$ cat config.mk
export PLATFORM = sky130hd
export DESIGN_NAME = timer_service
export DESIGN_NICKNAME = d
export VERILOG_FILES = /design/src/rtl/timer_service_pkg.sv /design/src/rtl/timer_service_reg.sv /design/src/rtl/timer_service.sv
export SDC_FILE = /design/constraint.sdc
export NUM_CORES = 1
export LEC_CHECK = 0
export ABC_CLOCK_PERIOD_IN_PS = 3220
export BUFFER_PORTS_ARGS = -buffer_cell sky130_fd_sc_hd__buf_2
export CORE_MARGIN = 10
export CORE_UTILIZATION = 55
export DETAILED_ROUTE_END_ITERATION = 8
export PLACE_DENSITY = 0.81
export SLEW_MARGIN = 20
export SYNTH_ARGS = -nofsm -noshare
export SYNTH_HDL_FRONTEND = slang
export SYNTH_HIERARCHICAL = 1
export SYNTH_SLANG_ARGS = --single-unit
$ cat constraint.sdc
create_clock -name clock -period 3.22 [get_ports clock]
set_input_delay 0.644 -clock clock [delete_from_list [all_inputs] [get_ports clock]]
set_output_delay 0.644 -clock clock [all_outputs]
set_load 0.02 [all_outputs]
$ cat src/rtl/timer_service_pkg.sv
// Shared definitions for the timer service block: timer bus addresses, FSM
// state encodings, the default minimum re-arm interval, the bus payload struct
// and the period clamp helper.
package timer_service_pkg;

    localparam int unsigned DATA_W         = 32;
    localparam int unsigned DEF_MIN_PERIOD = 3;

    // Memory-mapped timer registers.
    localparam logic [DATA_W-1:0] TIMER_CMP_ADDR = 32'hffff001c;
    localparam logic [DATA_W-1:0] TIMER_ACK_ADDR = 32'hffff006c;

    typedef enum logic [1:0] {
        ST_IDLE  = 2'd0,
        ST_ACK   = 2'd1,
        ST_READ  = 2'd2,
        ST_WRITE = 2'd3
    } state_e;

    // Registered bus strobes and address (write data is produced separately).
    typedef struct packed {
        logic [DATA_W-1:0] addr;
        logic              rd;
        logic              wr;
    } bus_t;

    // Raise a requested period to the minimum re-arm interval.
    function automatic logic [DATA_W-1:0] clamp_period(input logic [DATA_W-1:0] p,
                                                       input int unsigned min_p);
        logic [DATA_W-1:0] lim;
        lim = DATA_W'(min_p);
        return (p < lim) ? lim : p;
    endfunction

endpackage

$ cat src/rtl/timer_service_reg.sv
// Generic enable register with synchronous active-high reset to zero.
// Ports: clock, reset, en (load enable), d (next value), q (stored value).
module timer_service_reg #(
    parameter int unsigned WIDTH = 32
) (
    input  logic             clock,
    input  logic             reset,
    input  logic             en,
    input  logic [WIDTH-1:0] d,
    output logic [WIDTH-1:0] q
);

    always_ff @(posedge clock) begin
        if (reset) begin
            q <= '0;
        end else if (en) begin
            q <= d;
        end
    end

endmodule

$ cat src/rtl/timer_service.sv
// Bus initiator for a memory-mapped timer: arms the compare register on start,
// then on every interrupt acknowledges it, reads the current cycle and writes
// the next compare value (now + period).
// Ports: clock/reset (sync, active-high); start/period arm request;
// TimerInterrupt and cycle (combinational read data) from the timer;
// address/data/MemRead/MemWrite bus master outputs; busy; ticks (serviced IRQs).
module timer_service
    import timer_service_pkg::*;
#(
    parameter int unsigned MIN_PERIOD = DEF_MIN_PERIOD
) (
    input  logic              clock,
    input  logic              reset,
    input  logic              start,
    input  logic [DATA_W-1:0] period,
    input  logic              TimerInterrupt,
    input  logic [DATA_W-1:0] cycle,
    output logic [DATA_W-1:0] address,
    output logic [DATA_W-1:0] data,
    output logic              MemRead,
    output logic              MemWrite,
    output logic              busy,
    output logic [DATA_W-1:0] ticks
);

    state_e            state_q, state_d;
    bus_t              bus_q, bus_d;
    logic              busy_q, busy_d;
    logic              via_ack_q, via_ack_d;
    logic              per_vld_q, per_vld_d;
    logic              period_en, now_en, ticks_en;
    logic [DATA_W-1:0] period_q, now_q, ticks_q;
    logic [DATA_W-1:0] data_c;

    timer_service_reg #(.WIDTH(DATA_W)) u_period_reg (
        .clock (clock),
        .reset (reset),
        .en    (period_en),
        .d     (clamp_period(period, MIN_PERIOD)),
        .q     (period_q)
    );

    timer_service_reg #(.WIDTH(DATA_W)) u_now_reg (
        .clock (clock),
        .reset (reset),
        .en    (now_en),
        .d     (cycle),
        .q     (now_q)
    );

    timer_service_reg #(.WIDTH(DATA_W)) u_ticks_reg (
        .clock (clock),
        .reset (reset),
        .en    (ticks_en),
        .d     (ticks_q + DATA_W'(1)),
        .q     (ticks_q)
    );

    // Next state; bus strobes are computed for the state being entered so they
    // come straight from flops while that state is current.
    always_comb begin
        state_d   = state_q;
        bus_d     = '0;
        via_ack_d = via_ack_q;
        per_vld_d = per_vld_q;
        period_en = 1'b0;
        now_en    = 1'b0;
        ticks_en  = 1'b0;
        unique case (state_q)
            ST_IDLE: begin
                // Interrupt wins over a simultaneous start; it is ignored
                // until a period has been latched.
                if (TimerInterrupt && per_vld_q) begin
                    state_d   = ST_ACK;
                    via_ack_d = 1'b1;
                    bus_d     = '{addr: TIMER_ACK_ADDR, rd: 1'b0, wr: 1'b1};
                end else if (start) begin
                    state_d   = ST_READ;
                    via_ack_d = 1'b0;
                    per_vld_d = 1'b1;
                    period_en = 1'b1;
                    bus_d     = '{addr: TIMER_CMP_ADDR, rd: 1'b1, wr: 1'b0};
                end
            end
            ST_ACK: begin
                state_d = ST_READ;
                bus_d   = '{addr: TIMER_CMP_ADDR, rd: 1'b1, wr: 1'b0};
            end
            ST_READ: begin
                state_d = ST_WRITE;
                now_en  = 1'b1;
                bus_d   = '{addr: TIMER_CMP_ADDR, rd: 1'b0, wr: 1'b1};
            end
            ST_WRITE: begin
                state_d  = ST_IDLE;
                ticks_en = via_ack_q;
            end
            default: state_d = ST_IDLE;
        endcase
        busy_d = (state_d != ST_IDLE);
    end

    always_ff @(posedge clock) begin
        if (reset) begin
            state_q   <= ST_IDLE;
            bus_q     <= '0;
            busy_q    <= 1'b0;
            via_ack_q <= 1'b0;
            per_vld_q <= 1'b0;
        end else begin
            state_q   <= state_d;
            bus_q     <= bus_d;
            busy_q    <= busy_d;
            via_ack_q <= via_ack_d;
            per_vld_q <= per_vld_d;
        end
    end

    // Write data is a decode of flop outputs only: the compare target in WRITE,
    // zero everywhere else (including the ACK write). Addition wraps mod 2^32.
    always_comb begin
        data_c = '0;
        if (state_q == ST_WRITE) begin
            data_c = now_q + period_q;
        end
    end

    assign address  = bus_q.addr;
    assign MemRead  = bus_q.rd;
    assign MemWrite = bus_q.wr;
    assign data     = data_c;
    assign busy     = busy_q;
    assign ticks    = ticks_q;

endmodule

[Word level (Yosys, flattened, before mapping)]
Index checks and enable logic that the tools add are counted.
Widths: inputs -> output; s select.
Operators by class
  add/sub/neg operators: 2
  order comparisons: 1
  equality and inequality tests: 3
  mux-type cells: 15
  bitwise logic cells: 1
  reductions and logical operators: 6
Operators by type and width (count)
  $pmux 34 s3: 1
  $mux 34: 2
  $mux 32: 2
  $add 32x1->32 const B: 1
  $add 32x32->32: 1
  $lt 32x2->1 const B: 1
  $pmux 2 s4: 1
  $mux 1: 7
  $eq 2x2->1 const B: 2
  $mux 2: 2
  $reduce_bool 2->1: 2
  $reduce_and 3->1: 1
  $eq 2x1->1 const B: 1
  $logic_not 2->1: 1
  $reduce_and 2->1: 1
  $logic_and 1x1->1: 1
  $not 1->1: 1
Storage, ports and cells
  bits in registers: 135
  input bits: 68
  output and inout port bits: 99
  logic and storage cells: 38

[Longest topological paths before layout]
Gate-level depths: netlist of the first run.
  depth in word-level cells: 4
  depth in mapped cells: 9
  mapped depth without buffers: 9

[Modules after synthesis]
Netlist of the first run, hierarchy kept.
By module, submodules not included
  timer_service: times used 1, cells each 548, area an instance 3622.2 µm², seq. area each 200.2 µm²
  timer_service_reg: times used 3, cells each 103, area an instance 1163.6 µm², seq. area each 640.6 µm²

[Least setup slack after synthesis of the first run]
Ideal clock, no wire load.
  kind: reg2out
  start point: reg u_period_reg.q[0]
  end point: out data[20]
  arrival time: 2.441 ns
  required time: 2.576 ns
  path slack: 0.135 ns
  cell stages (with the launch flop): 10
  path buffers: 0
  cell sequence: dfxtp_1 -> ha_1 -> inv_1 -> fa_1 -> nor2b_1 -> o31ai_2 -> a2111oi_4 -> o211ai_1 -> nand3_1 -> nor3b_1
On the way
  cells in the longest elaborated chain, start to end: 2
RTL lines
  start, declared: RTL line timer_service_reg.sv:10  | output logic [WIDTH-1:0] q
  start signal, assigned: RTL line timer_service_reg.sv:15  | q <= '0;
  start signal, assigned: RTL line timer_service_reg.sv:17  | q <= d;
  $add 32x32->32: RTL line timer_service.sv:124  | data_c = now_q + period_q;
  $mux 32: RTL line timer_service.sv:123  | if (state_q == ST_WRITE) begin
  end, declared: RTL line timer_service.sv:19  | output logic [DATA_W-1:0] data,
Every way passes these cells.

[Worst setup path after layout of the first run]
  start point: reg u_now_reg.q[15]
  end point: out data[29]
On the way
  cells in the longest elaborated chain, start to end: 2
RTL lines (RTL line)
  start, declared: timer_service_reg.sv:10
  start signal, assigned: timer_service_reg.sv:15
  start signal, assigned: timer_service_reg.sv:17
  $add 32x32->32: timer_service.sv:124
  $mux 32: timer_service.sv:123
Every way passes these cells.

==> results of run 1 <==
worst max-delay path by stage:
stage               endpoint  slack, ps  depth (start not counted)
floorplan           data[20]        140                          9
CTS                 data[24]          2                         10
global route        data[29]       -180                          8
detailed placement  data[20]        120                         10
finish              data[29]        -50                          9
global placement    data[14]        230                         10
critical path: cells and delay by family (launching register included):
| kind | cells | cell delay [ps] |
|---|---|---|
| and+or+nand+nor | 2 | 470 |
| buffers and inverters | 2 | 310 |
| adders and majority gates | 1 | 270 |
| AOI/OAI and AO/OA | 4 | 890 |
| DFF | 1 | 340 |
cell families after synthesis:
| kind of cell | share of synthesized area |
|---|---|
| simple gates | 0.206 |
| compound gates | 0.127 |
| mux | 0.148 |
| other cells | 0.000527 |
| fa+ha+maj | 0.0679 |
| flops | 0.298 |
| xor+xnor | 0.0493 |
| buf+inv | 0.103 |
sequential cells by signal, summed over array words and instances (netlist names):
register / count
state_q: 2
u_period_reg/q: 32
u_ticks_reg/q: 32
address: 3
via_ack_q: 1
busy: 1
MemRead: 1
per_vld_q: 1
MemWrite: 1
u_now_reg/q: 32
timing repair:
action | in CTS | in global routing
hold endpoints to repair | 0 | 0
endpoints found under the setup margin | 15 | 17
setup buffers | 6 | 11
gates resized for setup | 50 | 47
pin swaps | 16 | 19
layer usage:
layer / vias to the layer above / share of wire / global-route usage / wire length [µm]
li1: 3166 / - / - / -
met2: 253 / 0.47 / 0.344 / 9540
met1: 2999 / 0.43 / 0.264 / 8710
met5: - / 0.0010 / 0 / 21
met4: 4 / 0.019 / 0.0593 / 375
met3: 25 / 0.074 / 0.0598 / 1500
power breakdown:
part | switching [mW] | internal, mW | total (mW)
Sequential | 0.195 | 1.53 | 1.73
Clock | 0.475 | 0.566 | 1.04
Combinational | 1.32 | 0.928 | 2.25
Total | 1.99 | 3.02 | 5.01
layout by cell type (no fill, tap or decap), types with 9 or more instances in the layout:
cell type  count
nor2_1       147
buf_2        145
mux2i_1      105
dfxtp_1       98
nand2_1       47
buf_4         40
a21oi_1       33
xnor2_1       32
nand4_1       22
nand3_1       22
inv_1         18
nand2b_1      15
nor3_1        15
ha_1          15
o21ai_0       12
ha_4          12
a21o_1        11
conb_1        11
ha_2          10
clkbuf_16      9
metrics by stage:
step | instance area [µm²] | worst slack, ps | instances
6_report | 8460 | -54.4 | 1146
5_1_grt | 8450 | -178 | 1143
4_1_cts | 8160 | 2.07 | 1131
3_5_place_dp | 7610 | 120 | 1110
3_3_place_gp | 7610 | 231 | 1110
2_1_floorplan | 7150 | 135 | 867
layout make-up:
cell class / count / area, µm²
Tap cell: 172 / 215
Clock buffer: 12 / 256
Clock inverter: 3 / 25.0
Sequential cell: 106 / 2130
Multi-Input combinational cell: 643 / 4700
Fill cell: 1090 / 4160
Antenna cell: 4 / 10.0
Inverter: 19 / 71.3
Timing Repair Buffer: 187 / 1050
==> results.yml, run 1 <==
outcome:
  status: "finished, violations left"
  violations: "negative setup slack"
power:
  finalPower_mw: 5.01
  ir_worst_vdd_mv: 0.412
  powerDensity_mw_per_mm2: 593
  leakagePower_nw: 3.55
drt:
  dr.pass1.iters: 5
  drc: 0
  wire_per_inst_um: 17.6
  drt_iter0_drc: 479
  drtAntennaViolNets: 0
  avgViaCountPerCell: 5.63
  routed_wl_um: 20100
  vias: 6447
sta:
  finalCritPeriodShare: 1.02
  setup_slack_ps: -54.4
  slew_viol_final: 0
  setup_violations: 2
  slew_headroom: 0.484
  fin_setup_tns_ps: -87.4
  clock_skew_ps: 7.38
  tightest_slew_ps: 773
  max_freq_mhz: 305
  hold_viol: 0
  whs_ps: 471
  min_period_ps: 3270
  rsz0062_at_grt: "true"
synthesis:
  yosysMostFrequentCell: "nor2_1"
  synth_top_area_frac: 0.298
  postSynth.asyncResetShare: 0
  ys_ff_latch: 106
  syn_area_mm2: 0.00711
  yosysWarnings: 6
  synthCells: 857
  syn_area_per_cell_um2: 8.30
  synthTopCellsByCount: "148 x nor2_1, 106 x dfxtp_1, 105 x mux2i_1, 51 x clkbuf_1, 49 x nand2_1"
  ys_types: 61
  synth_area_leaders: "dfxtp_1 30%, mux2i_1 15%, nor2_1 7.8%"
  synth_edf_count: 0
  netlist.top_cell.by_area: "dfxtp_1"
  ys_seq_area_frac: 0.298
  ys.flop_type: "dfxtp_1"
die:
  initial_core_util: 0.564
  rows: 41
  io-pin-count: 167
  die_y_um: 134
  core-area_mm2: 0.0126
  die_x_um: 134
  dieArea_mm2: 0.0179
layout:
  layout.nets: 1072
  drive_above_1_share: 0.289
  area_delta_synth_final_pct: 18.9
  final_util: 0.670
clock_tree:
  hold_buffers: 0
  cts_tree: "built"
  clock_path_buffers: 2
  htreeDepth: 3
  cts_sinks: 106
  numCtsBuffers: 9
  cts_root_buf: "clkbuf_16"
  clk_pin_slew_ps: 70
  clkLatencyLatePin_ps: 340
setup_path:
  r2r-start: "u_ticks_reg/q[10]"
  startpoint: "u_now_reg/q[15]"
  rrSetupSlack_ps: 1110
  path_max_fanout: 8
  crit_chain: "ha_4, a211oi_2, nand2_1, buf_4, a211oi_1, o221ai_1, or3_1, a21oi_2, buf_6"
  startpoint_type: "register"
  arrival_ps: 2630
  crit_required_ps: 2580
  crit_path_top_delay_cell: "dfxtp_2"
  rr_worst_depth: 8
  cp-end-kind: "primary output"
  reg2reg_to: "u_ticks_reg/q[30]"
  path_class: "register to primary output"
  critPathMaxStageDelay_ps: 340
min_path:
  hp-class: "register to register"
  worstHoldStart: "via_ack_q"
  hold_end: "via_ack_q"
  hold_depth: 2
placed_design:
  dpl.hpwl_um: 14900
  place_congestion: 0.961
  io_buffers: 155
global_routing:
  grt_max_degree: 62
  grt_pass1_vias: 6200
  grt_first_pass_wirelength_um: 31400
  grt_overflow: 0
  track_usage: 0.210
  antenna_found_initial: 6
run:
  cap_violations: 0
No activity file was read; power rests on OpenSTA's default activity.
==> run 2, diff against run 1 <==
--- a/config.mk
+++ b/config.mk
@@ -5,12 +5,13 @@
 export SDC_FILE = /design/constraint.sdc
 export NUM_CORES = 1
 export LEC_CHECK = 0
+export ABC_AREA = 1
 export ABC_CLOCK_PERIOD_IN_PS = 3220
 export BUFFER_PORTS_ARGS = -buffer_cell sky130_fd_sc_hd__buf_2
 export CORE_MARGIN = 10
 export CORE_UTILIZATION = 55
 export DETAILED_ROUTE_END_ITERATION = 8
-export PLACE_DENSITY = 0.81
+export PLACE_DENSITY = 0.8
 export SLEW_MARGIN = 20
 export SYNTH_ARGS = -nofsm -noshare
 export SYNTH_HDL_FRONTEND = slang
==> results.yml, run 2 <==
clock_tree:
  clkLatencyLatePin_ps: 340
  clock_path_buffers: 2
  clk_pin_slew_ps: 70
  numCtsBuffers: 9
  htreeDepth: 3
  cts_root_buf: "clkbuf_16"
  cts_sinks: 106
  cts_tree: "built"
  hold_buffers: 0
  post_cts_buffers: 0
sta:
  rsz0062_at_grt: "false"
  clock_skew_ps: 6.13
  fin_setup_tns_ps: 0
  tightest_slew_ps: 996
  setup_violations: 0
  slew_headroom: 0.335
  max_freq_mhz: 330
  finalCritPeriodShare: 0.940
  slew_viol_final: 0
  min_period_ps: 3030
  hold_viol: 0
  whs_ps: 478
synthesis:
  synth_top_area_frac: 0.259
  syn_area_per_cell_um2: 5.80
  synthCells: 1411
  ys.flop_type: "dfxtp_1"
  ys_seq_area_frac: 0.259
  yosysMostFrequentCell: "nand2_1"
  synth_area_leaders: "dfxtp_1 26%, nand2_1 21%, nor2_1 13%"
  yosysWarnings: 6
  ys_types: 34
  syn_area_mm2: 0.00819
  netlist.top_cell.by_area: "dfxtp_1"
  synthTopCellsByCount: "452 x nand2_1, 278 x nor2_1, 246 x inv_1, 106 x dfxtp_1, 47 x a21oi_1"
  ys_ff_latch: 106
  synth_edf_count: 0
  postSynth.asyncResetShare: 0
setup_path:
  cp-end-kind: "primary output"
  path_class: "register to primary output"
  startpoint_type: "register"
  arrival_ps: 2380
  rrSetupSlack_ps: 890
  path_max_fanout: 5
  crit_required_ps: 2580
run:
  cap_violations: 0
power:
  ir_worst_vdd_mv: 0.253
  powerDensity_mw_per_mm2: 448
  leakagePower_nw: 5.06
die:
  rows: 44
  core-area_mm2: 0.0145
  dieArea_mm2: 0.0202
  io-pin-count: 167
  die_x_um: 142
  die_y_um: 142
  initial_core_util: 0.563
placed_design:
  dpl.hpwl_um: 17600
  io_buffers: 155
  place_congestion: 0.946
global_routing:
  grt_max_degree: 65
  grt_overflow: 0
  gr-usage-met2: 0.363
  grt_busiest_layer: "met2"
  antenna_found_initial: 4
  grtUsageMet1: 0.254
  grt_pass1_vias: 7836
  track_usage: 0.211
  use_met3: 0.0541
  grt_first_pass_wirelength_um: 36000
layout:
  reg.largest.list: "u_now_reg/q: 32 flops, u_period_reg/q: 32 flops, u_ticks_reg/q: 32 flops"
  area_delta_synth_final_pct: 9.78
  final_common_cell: "nand2_1"
  fillers: 1460
  drive_above_1_share: 0.135
  final_cell_mix: "452 x nand2_1, 277 x nor2_1, 246 x inv_1, 155 x buf_2, 106 x dfxtp_1"
  layout.nets: 1607
outcome:
  status: "completed"
drt:
  drc: 0
  avgViaCountPerCell: 4.85
  routed_wl_um: 21800
  wire_per_inst_um: 12.9
  drt_iter0_drc: 586
  dr.pass1.iters: 5
  drtAntennaViolNets: 0
  vias: 8206
min_path:
  hp-class: "register to register"
## run 2: cells by family after synthesis
logic type	share of synthesized area
AND/OR/NAND/NOR	0.411
buffers and inverters	0.190
flip-flops	0.259
AO/OA/AOI/OAI	0.0420
adder cells (fa/ha/maj)	0.0590
XOR/XNOR	0.0385
other	0.000458
## run 2: power by group
| part | switching (mW) | internal (mW) |
|---|---|---|
| combinational | 0.897 | 0.461 |
| sequential | 0.101 | 1.47 |
| clock | 0.477 | 0.622 |
## run 2: repair_timing
action / 4_1_cts / 5_1_grt
resized for setup: 0 / 3
setup endpoints to repair: 0 / 5
hold endpoints to repair: 0 / 0
## run 2: critical path, cell delays in order, from the launching register on
cell	delay (ps)
dfxtp_1	340
ha_2	210
inv_1	50
fa_1	350
inv_1	120
nand3_1	80
nand3_1	160
nand2_1	70
nand2_1	130
nand2_1	100
nand3_1	110
nand2_1	80
inv_1	60
nor2_1	40
buf_2	150
## run 2: path summary, 6_finish.rpt
path,from,end,depth (start not counted)
setup / recovery,u_period_reg/q[0],data[24],14
hold / removal,per_vld_q,per_vld_q,2
setup reg to reg,state_q[0],u_ticks_reg/q[16],8
hold reg to reg,per_vld_q,per_vld_q,2
## run 2: cell type report
cell class              instances  area [µm²]  area share
well taps                     184         230      0.0256
flip-flops and latches        106        2120       0.236
clock buffers                  11         243      0.0270
multi-input cells             975        4570       0.508
diodes                          4        10.0     0.00111
clock inverters                 4        51.3     0.00571
inverters                     248         931       0.104
repair buffers                161         833      0.0927
## run 2: per-layer routing
metal	share of wire	up-vias
li1	-	4323
met1	0.43	3650
met2	0.48	209
met3	0.069	24
met4	0.018	0
met5	0	-
## run 2: through the flow
step                      setup slack [ps]  cells  total power [mW]  instance area [µm²]  utilization
final                                  192   1693              4.03                 8990        0.618
after floorplan                        714   1421              2.68                 8230            -
after detailed placement               560   1674              2.93                 8670        0.597
after global placement                 610   1674              2.91                 8670        0.597
after global routing                 0.888   1691              4.29                 8980        0.618
after CTS                              188   1689              4.03                 8970        0.617
==> run 3, diff against run 2 <==
--- a/config.mk
+++ b/config.mk
@@ -5,13 +5,13 @@
 export SDC_FILE = /design/constraint.sdc
 export NUM_CORES = 1
 export LEC_CHECK = 0
-export ABC_AREA = 1
 export ABC_CLOCK_PERIOD_IN_PS = 3220
 export BUFFER_PORTS_ARGS = -buffer_cell sky130_fd_sc_hd__buf_2
+export CORE_ASPECT_RATIO = 0.6
 export CORE_MARGIN = 10
 export CORE_UTILIZATION = 55
 export DETAILED_ROUTE_END_ITERATION = 8
-export PLACE_DENSITY = 0.8
+export PLACE_DENSITY = 0.81
 export SLEW_MARGIN = 20
 export SYNTH_ARGS = -nofsm -noshare
 export SYNTH_HDL_FRONTEND = slang
==> results.yml, run 3 (synthesized netlist as in run 1, its figures left out) <==
drt:
  drt_iter0_drc: 773
  dr.pass1.iters: 6
  wire_per_inst_um: 19.7
  routed_wl_um: 22700
  drc: 0
  vias: 6773
  avgViaCountPerCell: 5.88
  drtAntennaViolNets: 0
placed_design:
  placedCellCount: 1114
  io_buffers: 155
  place_congestion: 1.03
  dpl.hpwl_um: 16100
clock_tree:
  cts_tree: "built"
  clock_path_buffers: 2
  numCtsBuffers: 9
  cts_root_buf: "clkbuf_16"
  hold_buffers: 0
  htreeDepth: 3
  clk_pin_slew_ps: 80
  clkLatencyLatePin_ps: 360
  cts_sinks: 106
layout:
  reg.largest.list: "u_now_reg/q: 32 flops, u_period_reg/q: 32 flops, u_ticks_reg/q: 32 flops"
  antennaDiodeCount: 0
  final_cell_mix: "146 x nor2_1, 137 x buf_2, 105 x mux2i_1, 97 x dfxtp_1, 52 x buf_4"
  fin_cells: 1152
  area_delta_synth_final_pct: 24.8
  fillers: 943
  final_common_cell: "nor2_1"
  layout.nets: 1083
  drive_above_1_share: 0.326
global_routing:
  grt_overflow: 0
  grt_pass1_vias: 6151
  grt_max_degree: 65
  track_usage: 0.223
  antenna_found_initial: 0
  grt_first_pass_wirelength_um: 33200
sta:
  clock_skew_ps: 10.2
  max_freq_mhz: 294
  slew_viol_final: 0
  setup_slack_ps: -178
  setup_violations: 16
  rsz0062_at_grt: "true"
  slew_headroom: 0.445
  min_period_ps: 3400
  finalCritPeriodShare: 1.06
  hold_viol: 0
  tightest_slew_ps: 832
power:
  leakagePower_nw: 3.67
  powerDensity_mw_per_mm2: 600
  ir_worst_vdd_mv: 0.385
  finalPower_mw: 5.32
outcome:
  violations: "negative setup slack"
  status: "finished, violations left"
die:
  rows: 32
  dieArea_mm2: 0.0180
  io-pin-count: 167
  initial_core_util: 0.559
  die_x_um: 167
  die_y_um: 108
  core-area_mm2: 0.0127
min_path:
  hp-class: "register to register"
setup_path:
  startpoint_type: "register"
  path_class: "register to primary output"
  path_max_fanout: 6
  cp-end-kind: "primary output"
  crit_required_ps: 2580
  arrival_ps: 2750
run:
  cap_violations: 0
run 3: changes by cell type in the layout (fill, tap and decap cells not counted), moves of 16 or more:
cell / change
mux2i_1: +105
ha_4: +18
a21oi_1: -17
nor2_1: -131
buf_2: -18
inv_1: -228
xnor2_1: +16
buf_4: +47
ha_1: -20
nand2_1: -407
run 3: metal layers:
metal  global-route usage  part of all wire  vias up
met4               0.0462             0.021        0
met2                0.323              0.43      388
met5                    0                 0        -
met3               0.0728              0.11       57
li1                     -                 -     3177
met1                0.315              0.44     3151
run 3: where the power goes:
part           switching (mW)  internal [mW]  total [mW]  leakage, nW
clock network           0.579          0.556        1.14        0.150
logic                    1.43           1.01        2.44         2.66
registers               0.214           1.53        1.74        0.867
total                    2.22           3.10        5.32         3.67
run 3: worst max-delay path, stage by stage (launching register included):
cell and delay [ps]:
dfxtp_2 340, ha_4 270, a211oi_2 240, nand2_2 170, a211oi_2 230, buf_4 160, a211oi_2 70, o41ai_2 440
mux2i_1 300, buf_4 180
run 3: timing repair:
action / CTS / global route
setup buffers: 4 / 18
cloned: 0 / 0
resized for setup: 51 / 103
pin swaps: 19 / 32
endpoints found under the setup margin: 18 / 19
run 3: final cells by class:
type	count	area [µm²]	area share
clock inverters	7	81.3	0.00916
inverters	19	71.3	0.00803
well taps	170	213	0.0240
flip-flops and latches	106	2130	0.240
repair buffers	198	1190	0.134
clock buffers	9	225	0.0254
multi-input cells	643	4970	0.560
run 3: path summary, 6_finish.rpt:
path                 startpoint                end  slack (ps)  cells past startpoint
min reg2reg           via_ack_q          via_ack_q         460                      2
min                   via_ack_q          via_ack_q         460                      2
max          u_period_reg/q[15]           data[21]        -180                      9
max reg2reg          state_q[0]  u_period_reg/q[5]         900                      7
run 3: metrics by stage:
| stage | setup WS (ps) | util | area (µm²) | TNS [ps] | hold slack (ps) |
|---|---|---|---|---|---|
| after floorplan | 135 | - | 7150 | 0 | 432 |
| after global placement | 202 | 0.602 | 7670 | 0 | 443 |
| after detailed placement | 111 | 0.602 | 7670 | 0 | 456 |
| after CTS | -27.8 | 0.646 | 8220 | -93.8 | 469 |
| after global routing | -271 | 0.697 | 8880 | -2560 | 516 |
| final | -178 | 0.697 | 8880 | -1060 | 464 |
